<file path="src/rtl/mem_port_arbiter_if.sv">
// Bus bundle between the arbiter, the fetch/memory pipeline stages and the unified memory.
// The slave modport is the arbiter's view; master is the surrounding core and memory.
interface mem_port_arbiter_if;
    logic        if_req;
    logic [31:0] if_addr;
    logic        if_flush;
    logic [31:0] if_rdata;
    logic        if_valid;
    logic        if_stall;

    logic        d_req;
    logic        d_we;
    logic [31:0] d_addr;
    logic [31:0] d_wdata;
    logic [3:0]  d_wstrb;
    logic [31:0] d_rdata;
    logic        d_valid;
    logic        d_stall;

    logic        mem_req;
    logic        mem_we;
    logic [31:0] mem_addr;
    logic [31:0] mem_wdata;
    logic [3:0]  mem_wstrb;
    logic        mem_ready;
    logic        mem_rvalid;
    logic [31:0] mem_rdata;

    modport slave (
        input  if_req, if_addr, if_flush,
        input  d_req, d_we, d_addr, d_wdata, d_wstrb,
        input  mem_ready, mem_rvalid, mem_rdata,
        output if_rdata, if_valid, if_stall,
        output d_rdata, d_valid, d_stall,
        output mem_req, mem_we, mem_addr, mem_wdata, mem_wstrb
    );

    modport master (
        output if_req, if_addr, if_flush,
        output d_req, d_we, d_addr, d_wdata, d_wstrb,
        output mem_ready, mem_rvalid, mem_rdata,
        input  if_rdata, if_valid, if_stall,
        input  d_rdata, d_valid, d_stall,
        input  mem_req, mem_we, mem_addr, mem_wdata, mem_wstrb
    );
endinterface

</file>
<file path="src/rtl/mem_port_arbiter.sv">
// Shares one single-ported memory between instruction fetch and the data stage:
// data has priority, fetch is forced through after STARVE_LIMIT data grants.
module mem_port_arbiter #(
    parameter int unsigned STARVE_LIMIT = 4
) (
    input  logic              clk,
    input  logic              rst,
    mem_port_arbiter_if.slave bus
);
    typedef enum logic [2:0] {IDLE, ISSUE_I, WAIT_I, ISSUE_D, WAIT_D} state_t;

    localparam logic [3:0] LIMIT = STARVE_LIMIT[3:0];

    state_t      r_state,      w_state_next;
    logic [3:0]  r_starve_cnt, w_starve_next;
    logic        r_discard,    w_discard_next;
    logic        r_mem_req,    w_mem_req_next;
    logic        r_mem_we,     w_mem_we_next;
    logic [31:0] r_mem_addr,   w_mem_addr_next;
    logic [31:0] r_mem_wdata,  w_mem_wdata_next;
    logic [3:0]  r_mem_wstrb,  w_mem_wstrb_next;
    logic [31:0] r_if_rdata,   w_if_rdata_next;
    logic        r_if_valid,   w_if_valid_next;
    logic [31:0] r_d_rdata,    w_d_rdata_next;
    logic        r_d_valid,    w_d_valid_next;

    logic w_returning;
    logic w_grant_d;
    logic w_grant_i;

    // While a valid pulse is out, the requester still holds req for the finished
    // access; that cycle must not be mistaken for a new request.
    assign w_returning = r_if_valid | r_d_valid;
    assign w_grant_d   = bus.d_req & ~(bus.if_req & (r_starve_cnt == LIMIT)) & ~w_returning;
    assign w_grant_i   = ~w_grant_d & bus.if_req & ~bus.if_flush & ~w_returning;

    always_ff @(posedge clk or negedge rst) begin
        if (!rst) begin
            r_state      <= IDLE;
            r_starve_cnt <= 4'd0;
            r_discard    <= 1'b0;
            r_mem_req    <= 1'b0;
            r_mem_we     <= 1'b0;
            r_mem_addr   <= 32'd0;
            r_mem_wdata  <= 32'd0;
            r_mem_wstrb  <= 4'd0;
            r_if_rdata   <= 32'd0;
            r_if_valid   <= 1'b0;
            r_d_rdata    <= 32'd0;
            r_d_valid    <= 1'b0;
        end else begin
            r_state      <= w_state_next;
            r_starve_cnt <= w_starve_next;
            r_discard    <= w_discard_next;
            r_mem_req    <= w_mem_req_next;
            r_mem_we     <= w_mem_we_next;
            r_mem_addr   <= w_mem_addr_next;
            r_mem_wdata  <= w_mem_wdata_next;
            r_mem_wstrb  <= w_mem_wstrb_next;
            r_if_rdata   <= w_if_rdata_next;
            r_if_valid   <= w_if_valid_next;
            r_d_rdata    <= w_d_rdata_next;
            r_d_valid    <= w_d_valid_next;
        end
    end

    always_comb begin
        w_state_next     = r_state;
        w_starve_next    = r_starve_cnt;
        w_discard_next   = r_discard;
        w_mem_req_next   = r_mem_req;
        w_mem_we_next    = r_mem_we;
        w_mem_addr_next  = r_mem_addr;
        w_mem_wdata_next = r_mem_wdata;
        w_mem_wstrb_next = r_mem_wstrb;
        w_if_rdata_next  = r_if_rdata;
        w_if_valid_next  = 1'b0;
        w_d_rdata_next   = r_d_rdata;
        w_d_valid_next   = 1'b0;

        case (r_state)
            IDLE: begin
                if (!bus.if_req) begin
                    w_starve_next = 4'd0;
                end
                if (w_grant_d) begin
                    w_state_next     = ISSUE_D;
                    w_mem_req_next   = 1'b1;
                    w_mem_we_next    = bus.d_we;
                    w_mem_addr_next  = bus.d_addr;
                    w_mem_wdata_next = bus.d_we ? bus.d_wdata : 32'd0;
                    w_mem_wstrb_next = bus.d_we ? bus.d_wstrb : 4'd0;
                    if (bus.if_req && (r_starve_cnt != LIMIT)) begin
                        w_starve_next = r_starve_cnt + 4'd1;
                    end
                end else if (w_grant_i) begin
                    w_state_next     = ISSUE_I;
                    w_mem_req_next   = 1'b1;
                    w_mem_we_next    = 1'b0;
                    w_mem_addr_next  = bus.if_addr;
                    w_mem_wdata_next = 32'd0;
                    w_mem_wstrb_next = 4'd0;
                    w_starve_next    = 4'd0;
                end
            end
            ISSUE_I: begin
                if (bus.mem_ready) begin
                    w_state_next   = WAIT_I;
                    w_mem_req_next = 1'b0;
                    w_discard_next = bus.if_flush;
                end else if (bus.if_flush) begin
                    w_state_next   = IDLE;
                    w_mem_req_next = 1'b0;
                end
            end
            WAIT_I: begin
                if (bus.mem_rvalid) begin
                    w_state_next   = IDLE;
                    w_discard_next = 1'b0;
                    if (!(r_discard || bus.if_flush)) begin
                        w_if_rdata_next = bus.mem_rdata;
                        w_if_valid_next = 1'b1;
                    end
                end else if (bus.if_flush) begin
                    w_discard_next = 1'b1;
                end
            end
            ISSUE_D: begin
                if (bus.mem_ready) begin
                    w_state_next   = WAIT_D;
                    w_mem_req_next = 1'b0;
                end
            end
            WAIT_D: begin
                if (bus.mem_rvalid) begin
                    w_state_next   = IDLE;
                    w_d_valid_next = 1'b1;
                    if (!r_mem_we) begin
                        w_d_rdata_next = bus.mem_rdata;
                    end
                end
            end
            default: w_state_next = IDLE;
        endcase
    end

    assign bus.mem_req   = r_mem_req;
    assign bus.mem_we    = r_mem_we;
    assign bus.mem_addr  = r_mem_addr;
    assign bus.mem_wdata = r_mem_wdata;
    assign bus.mem_wstrb = r_mem_wstrb;
    assign bus.if_rdata  = r_if_rdata;
    assign bus.if_valid  = r_if_valid;
    assign bus.d_rdata   = r_d_rdata;
    assign bus.d_valid   = r_d_valid;

    // Stalls are gated by reset so every output reads 0 while rst is low.
    assign bus.if_stall = rst & bus.if_req & ~r_if_valid & ~bus.if_flush;
    assign bus.d_stall  = rst & bus.d_req & ~r_d_valid;
endmodule

</file>
<file path="src/flat_wrapper.sv">
// flat-port wrapper written by rule: the top's interface ports become plain ports
module mem_port_arbiter_flat 
#(
    parameter int unsigned STARVE_LIMIT = 4
)
  (clk, rst, bus_if_req, bus_if_addr, bus_if_flush, bus_d_req, bus_d_we, bus_d_addr, bus_d_wdata, bus_d_wstrb, bus_mem_ready, bus_mem_rvalid, bus_mem_rdata, bus_if_rdata, bus_if_valid, bus_if_stall, bus_d_rdata, bus_d_valid, bus_d_stall, bus_mem_req, bus_mem_we, bus_mem_addr, bus_mem_wdata, bus_mem_wstrb);
  mem_port_arbiter_if bus_i ();
  input  logic clk;
  input  logic rst;
  input wire logic [$bits(bus_i.if_req)-1:0] bus_if_req;
  input wire logic [$bits(bus_i.if_addr)-1:0] bus_if_addr;
  input wire logic [$bits(bus_i.if_flush)-1:0] bus_if_flush;
  input wire logic [$bits(bus_i.d_req)-1:0] bus_d_req;
  input wire logic [$bits(bus_i.d_we)-1:0] bus_d_we;
  input wire logic [$bits(bus_i.d_addr)-1:0] bus_d_addr;
  input wire logic [$bits(bus_i.d_wdata)-1:0] bus_d_wdata;
  input wire logic [$bits(bus_i.d_wstrb)-1:0] bus_d_wstrb;
  input wire logic [$bits(bus_i.mem_ready)-1:0] bus_mem_ready;
  input wire logic [$bits(bus_i.mem_rvalid)-1:0] bus_mem_rvalid;
  input wire logic [$bits(bus_i.mem_rdata)-1:0] bus_mem_rdata;
  output wire logic [$bits(bus_i.if_rdata)-1:0] bus_if_rdata;
  output wire logic [$bits(bus_i.if_valid)-1:0] bus_if_valid;
  output wire logic [$bits(bus_i.if_stall)-1:0] bus_if_stall;
  output wire logic [$bits(bus_i.d_rdata)-1:0] bus_d_rdata;
  output wire logic [$bits(bus_i.d_valid)-1:0] bus_d_valid;
  output wire logic [$bits(bus_i.d_stall)-1:0] bus_d_stall;
  output wire logic [$bits(bus_i.mem_req)-1:0] bus_mem_req;
  output wire logic [$bits(bus_i.mem_we)-1:0] bus_mem_we;
  output wire logic [$bits(bus_i.mem_addr)-1:0] bus_mem_addr;
  output wire logic [$bits(bus_i.mem_wdata)-1:0] bus_mem_wdata;
  output wire logic [$bits(bus_i.mem_wstrb)-1:0] bus_mem_wstrb;
  assign bus_i.if_req = bus_if_req;
  assign bus_i.if_addr = bus_if_addr;
  assign bus_i.if_flush = bus_if_flush;
  assign bus_i.d_req = bus_d_req;
  assign bus_i.d_we = bus_d_we;
  assign bus_i.d_addr = bus_d_addr;
  assign bus_i.d_wdata = bus_d_wdata;
  assign bus_i.d_wstrb = bus_d_wstrb;
  assign bus_i.mem_ready = bus_mem_ready;
  assign bus_i.mem_rvalid = bus_mem_rvalid;
  assign bus_i.mem_rdata = bus_mem_rdata;
  assign bus_if_rdata = bus_i.if_rdata;
  assign bus_if_valid = bus_i.if_valid;
  assign bus_if_stall = bus_i.if_stall;
  assign bus_d_rdata = bus_i.d_rdata;
  assign bus_d_valid = bus_i.d_valid;
  assign bus_d_stall = bus_i.d_stall;
  assign bus_mem_req = bus_i.mem_req;
  assign bus_mem_we = bus_i.mem_we;
  assign bus_mem_addr = bus_i.mem_addr;
  assign bus_mem_wdata = bus_i.mem_wdata;
  assign bus_mem_wstrb = bus_i.mem_wstrb;
  mem_port_arbiter #(.STARVE_LIMIT(STARVE_LIMIT)) u_core (.clk(clk), .rst(rst), .bus(bus_i));
endmodule
</file>
<file path="config.mk">
export PLATFORM = sky130hd
export DESIGN_NAME = mem_port_arbiter_flat
export DESIGN_NICKNAME = d
export VERILOG_FILES = /design/src/rtl/mem_port_arbiter_if.sv /design/src/rtl/mem_port_arbiter.sv /design/src/flat_wrapper.sv
export SDC_FILE = /design/constraint.sdc
export NUM_CORES = 1
export LEC_CHECK = 0
export ABC_AREA = 1
export BUFFER_PORTS_ARGS = -buffer_cell sky130_fd_sc_hd__buf_2
export CAP_MARGIN = 40
export CORE_MARGIN = 10
export CORE_UTILIZATION = 51
export DETAILED_ROUTE_END_ITERATION = 10
export GPL_TIMING_DRIVEN = 0
export HOLD_SLACK_MARGIN = 0.02
export PLACE_DENSITY = 0.95
export SKIP_LAST_GASP = 1
export SYNTH_ARGS = -nofsm -noshare
export SYNTH_HDL_FRONTEND = slang
export SYNTH_SLANG_ARGS = --single-unit
</file>
<file path="constraint.sdc">
create_clock -name clk -period 2.75 [get_ports clk]
set_input_delay 0 -clock clk [delete_from_list [all_inputs] [get_ports clk]]
set_output_delay 0 -clock clk [all_outputs]
set_load 0.01 [all_outputs]
</file>
* Word level (Yosys, flattened, before mapping) *
Index checks and enable logic that the tools add are counted.

storage, ports and cells
  input port bits = 140
  flip-flop bits (word level) = 144

operators by class
  add/subtract/negate cells = 1
  bitwise gates (word level) = 20
  eq/ne operators = 12
  mux-type cells = 36
  reduce and logical (&&, ||, !) cells = 13

operator list
  operator               number
  $mux W32               5
  $mux W4                7
  $mux W3                6
  $mux W1                15
  $pmux W3 S4            1
  $and A1 B1 Y1          11
  $reduce_and A3 Y1      3
  $not A1 Y1             8
  $reduce_and A4 Y1      2
  $eq A3 B2 Y1 const B   2
  $ne A3 B3 Y1 const B   2
  $add A4 B1 Y4 const B  1
  $eq A4 B3 Y1 const B   1
  $ne A2 B2 Y1 const B   2
  $ne A4 B3 Y1 const B   1
  $reduce_bool A2 Y1     2
  $eq A3 B1 Y1 const B   1
  $eq A3 B3 Y1 const B   1
  $logic_not A3 Y1       1
  $ne A3 B1 Y1 const B   1
  $pmux W1 S3            1
  $reduce_bool A3 Y1     1
  $ne A2 B1 Y1 const B   1
  $pmux W1 S2            1
  5 further kinds        5

* Logic depth before layout (Yosys ltp) *
  depth after elaboration = 12
  gate-level depth with buffers = 9
  mapped depth without buffers = 9

* Worst setup path before layout *
No wires, ideal clock.

  path kind = flip-flop to flip-flop
  start = reg u_core.r_starve_cnt[0]
  end = reg u_core.r_mem_wdata[0], in the netlist u_core.bus.mem_wdata[0]
  path slack = 1.189 ns
  library setup time = 0.117 ns
  data arrival time = 1.444 ns
  cell stages (with the launch flop) = 10
  required time = 2.633 ns
  cell sequence = dfrtp_1 > inv_1 > ha_1 > nand4_2 > nand2_2 > a21oi_4 > inv_2 > buf_2 > nand2_1 > nand2_1

between the ends
  cells in the longest elaborated chain, start to end = 11
  elaborated cells between the ends (all ways) = 12
  classes of those cells = 1 x eq/ne; 1 x mux; 8 x bitwise; 2 x reduce/logical

ends and longest elaborated chain
  element                         line                    source
  start: declaration              mem_port_arbiter.sv:15  logic [3:0] r_starve_cnt, w_starve_next;
  start signal: assignment        mem_port_arbiter.sv:53  r_starve_cnt <= w_starve_next;
  $eq A4 B3 Y1 (*)                mem_port_arbiter.sv:34  assign w_grant_d = bus.d_req & ~(bus.if_req & (r_starve_cnt == LIMIT)) & ~w_returning;
  $and A1 B1 Y1 (*)               mem_port_arbiter.sv:34
  $not A1 Y1 (*)                  mem_port_arbiter.sv:34
  $and A1 B1 Y1 (*) (2 in a row)  mem_port_arbiter.sv:34
  $not A1 Y1                      mem_port_arbiter.sv:35  assign w_grant_i = ~w_grant_d & bus.if_req & ~bus.if_flush & ~w_returning;
  $and A1 B1 Y1 (3 in a row)      mem_port_arbiter.sv:35
  $reduce_bool A2 Y1 (no line)    --
  $reduce_and A2 Y1 (no line)     --
  end signal: assignment          mem_port_arbiter.sv:58  r_mem_wdata <= w_mem_wdata_next;
  end: declaration                mem_port_arbiter.sv:20  logic [31:0] r_mem_wdata, w_mem_wdata_next;

Mark *: on every way between the ends. The rest lies on a longest branch, timed or not.
A chain may end at the register's enable or synchronous reset.

* Worst setup path after layout *
  start = reg u_core.r_starve_cnt[0]
  end = reg u_core.r_mem_addr[4], in the netlist u_core.bus.mem_addr[4]

between the ends
  cells in the longest elaborated chain, start to end = 11
  elaborated cells between the ends (all ways) = 12
  classes of those cells = 1 x eq/ne; 1 x mux; 8 x bitwise; 2 x reduce/logical

ends and longest elaborated chain
  element                         line                    source
  $eq A4 B3 Y1 (*)                mem_port_arbiter.sv:34
  $and A1 B1 Y1 (*)               mem_port_arbiter.sv:34
  $not A1 Y1 (*)                  mem_port_arbiter.sv:34
  $and A1 B1 Y1 (*) (2 in a row)  mem_port_arbiter.sv:34
  $not A1 Y1                      mem_port_arbiter.sv:35
  $and A1 B1 Y1 (3 in a row)      mem_port_arbiter.sv:35
  $reduce_bool A2 Y1 (no line)    --
  $reduce_and A2 Y1 (no line)     --
  end signal: assignment          mem_port_arbiter.sv:57  r_mem_addr <= w_mem_addr_next;
  end: declaration                mem_port_arbiter.sv:19  logic [31:0] r_mem_addr, w_mem_addr_next;

Marks and branches as above.

==> results by group <==
Outcome
  • Status: finished, final reports clean

Power
  • Peak supply drop: 0.8837 mV
  • Leak: 5.570 nW
  • Design Power: 10.21 mW
  • Power per cell area: 1051 nW/µm²

Synthesis
  • Synthesis-stage register bit count: 144
  • Yosys top cell by area: dfrtp_1
  • Synth cell count leaders: nand2_1 (327), dfrtp_1 (144), nand3_1 (80)
  • Synthesized Nets: 873
  • Combinational family with the most area after synthesis: simple AND/OR/NAND/NOR gates
  • Mean Syn Cell Area: 8.325 µm²
  • Cell with the most instances after synthesis: nand2_1
  • Mux cell area share after synthesis: 0
  • Synth Cell Area: 6086 µm²
  • Simple-Gate Fraction of Synth Area: 0.2831
  • Synth area leaders: dfrtp_1 (59%), nand2_1 (20%), nand3_1 (6.6%), o21ai_0 (5.5%), inv_1 (3.1%)
  • Post-synth ARST share: 1.000
  • Post-synthesis xor/xnor area fraction: 0.001439
  • EDFF count, synth: 0
  • Primary FF master, synth: dfrtp_1
  • Post-synthesis cell count: 731
  • Compound-Gate Fraction of Synth Area: 0.05983
  • Synth cell types: 19
  • Area fraction of the dominant cell type after synthesis: 0.5921
  • YS warnings: 0
  • Sequential area share after synthesis: 0.5921
  • Post-synthesis adder-cell area fraction: 0.004112

Route
  • WL/cell: 21.23 µm
  • Iteration-0 DRC Markers: 858
  • Total routed wirelength: 28170 µm
  • # DRC: 0
  • Total number of vias: 7575
  • Mean number of vias per cell: 5.708
  • Total iterations of the first detailed-routing run: 8
  • Antenna Violating Nets Remaining: 0

Worst setup path
  • Worst Setup Start Kind: register
  • Slowest stage cell, crit path: dlygate4sd3_1
  • CP Cell Sequence: inv_1 > ha_1 > nand4_2 > nand2_2 > buf_2 > nand2_1 > nand2_1 > dlygate4sd3_1 > nand2_1 > nand2_1
  • Worst EP required: 3.11 ns
  • WP buf/inv: 3
  • Data arrival, critical path: 2.93 ns
  • CP dominant cell by count: nand2_1
  • Worst-path fanout max: 10
  • Crit. End Element: register
  • Family with the most delay on the worst path: buffers and inverters
  • CP Class: register to register
  • CP max stage delay: 0.60 ns
  • R2R Setup Slk: 0.18 ns

Placed design
  • Routability cong.: 0.8536
  • Hpwl dp: 15290 µm
  • Worst slack, placed: 0.6922 ns
  • Placed Area: 7680 µm²
  • Inst Count DP: 1151
  • I/O Buffers: 276

Timing
  • # setup viols final: 0
  • Final Hold Fails: 0
  • Worst-Margin Slew: 0.7180 ns
  • Max-Slew Margin vs Limit: 0.5213
  • Setup TNS Final: 0 ns
  • Final min period: 2.571 ns
  • Final worst clock skew: 0.01084 ns
  • Tcrit/Tclk final: 0.9349
  • Slew Limit Fails: 0
  • PnR worst setup slack: 0.1791 ns
  • FMAX: 389.0 MHz
  • RSZ-0062 raised after global routing: false

Clock network
  • Worst-path clk slew: 0.06 ns
  • CTS tree: built
  • Clk buf depth: 2
  • CTS buffer count: 17
  • CTS sink cnt: 144
  • Clock Latency Late Sink: 0.42 ns
  • H-tree levels: 4
  • Clock Tree Root: clkbuf_16

Global routing
  • Total GRT Usage: 0.3296
  • Largest net degree at the start of global routing: 78
  • Initial antenna violation count: 7
  • Global-route wire length before repair: 42770 µm
  • GRT overflow: 0
  • Vias in the first global route: 7915

Finish
  • P&R area growth vs syn: 59.70%
  • Layout cells sized above 1: 0.2832
  • Nets@finish: 1306
  • Finished Layout Cells: 1327
  • Finished Cell Area: 9719 µm²
  • Filler cell count: 564

Floorplan
  • Row cnt: 39
  • DIE AREA: 16700 µm²
  • Die X: 129.2 µm
  • Die Y: 129.2 µm
  • Top-Level Pins: 278
  • Total core area: 11560 µm²
  • Initial Utilization: 0.5262

Flow run
  • Maxcap violations: 0

Hold path
  • Hold/Removal Path Class: input port to register
[worst min-delay path, delay by kind of cell]
family | cells | cell delay [ns]
buf+inv | 1 | 0.26
simple gates | 2 | 0.22
[routing by layer]
layer | global-route usage | wire length, µm | vias up
met5 | 0 | 0 | -
met4 | 0.2348 | 2241 | 0
met3 | 0.1252 | 3560 | 210
met2 | 0.5528 | 13210 | 707
met1 | 0.3337 | 9164 | 3495
li1 | - | - | 3163
[timing repair]
action	4_1_cts	5_1_grt
gates resized for setup	0	0
hold endpoints to repair	216	0
buffers inserted	0	0
hold buffers	137	0
[kinds of logic after synthesis]
| logic type | count (synthesis) |
|---|---|
| DFF | 144 |
| xor gates and xnor gates | 1 |
| and+or+nand+nor | 424 |
| adders and majority gates | 2 |
| AOI/OAI and AO/OA | 70 |
| buffers and inverters | 90 |
[layout make-up]
class	instances	area, µm²	share of cell area
diodes	8	20.02	0.002060
plain buffers	39	170.2	0.01751
clock buffers	22	494.2	0.05085
clock inverters	9	153.9	0.01583
inverters	51	191.4	0.01970
multi-input cells	497	2121	0.2182
flip-flops and latches	144	3603	0.3708
well taps	143	178.9	0.01841
repair buffers	414	2786	0.2867
[cell usage in the layout (no fill, tap or decap)]
| cell type | n |
|---|---|
| diode_2 | 8 |
| a21oi_1 | 1 |
| inv_2 | 1 |
| nor4_1 | 1 |
| inv_1 | 50 |
| ha_1 | 2 |
| clkinv_4 | 1 |
| nand2_1 | 327 |
| nand4_2 | 1 |
| dlygate4sd3_1 | 137 |
| clkbuf_16 | 17 |
| buf_6 | 1 |
| clkinvlp_4 | 2 |
| a21oi_4 | 1 |
| a22oi_1 | 1 |
| nand2_2 | 1 |
| buf_2 | 294 |
| o21ai_0 | 67 |
| buf_16 | 1 |
| clkbuf_8 | 5 |
| dfrtp_1 | 144 |
| bufinv_16 | 4 |
| nand4_1 | 1 |
| clkinv_2 | 2 |
| clkbuf_1 | 20 |
| nand3_1 | 80 |
| nor2_4 | 2 |
| nor2_1 | 11 |
| xor2_1 | 1 |
[flip-flops by register name, summed over array words and instances, names as in the netlist, 3 cells and up]
register,flops
u_core.bus.d_rdata,32
u_core.bus.if_rdata,32
u_core.bus.mem_addr,32
u_core.bus.mem_wdata,32
u_core.bus.mem_wstrb,4
u_core.r_starve_cnt,4
u_core.r_state,3
[power by group]
part           switching [mW]  internal (mW)
Clock                   0.902           1.63
Combinational            2.57           1.49
Sequential              0.598           3.02
[through the flow]
stage          hold WS (ns)    util
2_1_floorplan       -0.2956       -
3_3_place_gp         0.2312  0.6611
3_5_place_dp        0.06779  0.6641
4_1_cts             0.05241  0.8387
5_1_grt              0.1033  0.8402
6_report             0.1084  0.8404
[final timing paths]
check                                                  endpoint  cells past startpoint                               start
min in group asynchronous    u_core.bus.d_rdata[27]$_DFFE_PN0P_                      2                                 rst
setup / recovery             u_core.bus.mem_addr[4]$_DFFE_PN0P_                     10  u_core.r_starve_cnt[0]$_DFFE_PN0P_
max in group asynchronous  u_core.bus.mem_wdata[25]$_DFFE_PN0P_                      3                                 rst
hold reg to reg                  u_core.bus.mem_req$_DFFE_PN0P_                      2      u_core.bus.mem_req$_DFFE_PN0P_
hold / removal             u_core.bus.mem_wdata[25]$_DFFE_PN0P_                      3                            bus_d_we
setup reg to reg             u_core.bus.mem_addr[4]$_DFFE_PN0P_                     10  u_core.r_starve_cnt[0]$_DFFE_PN0P_
Power figures use the tool's default switching activity.
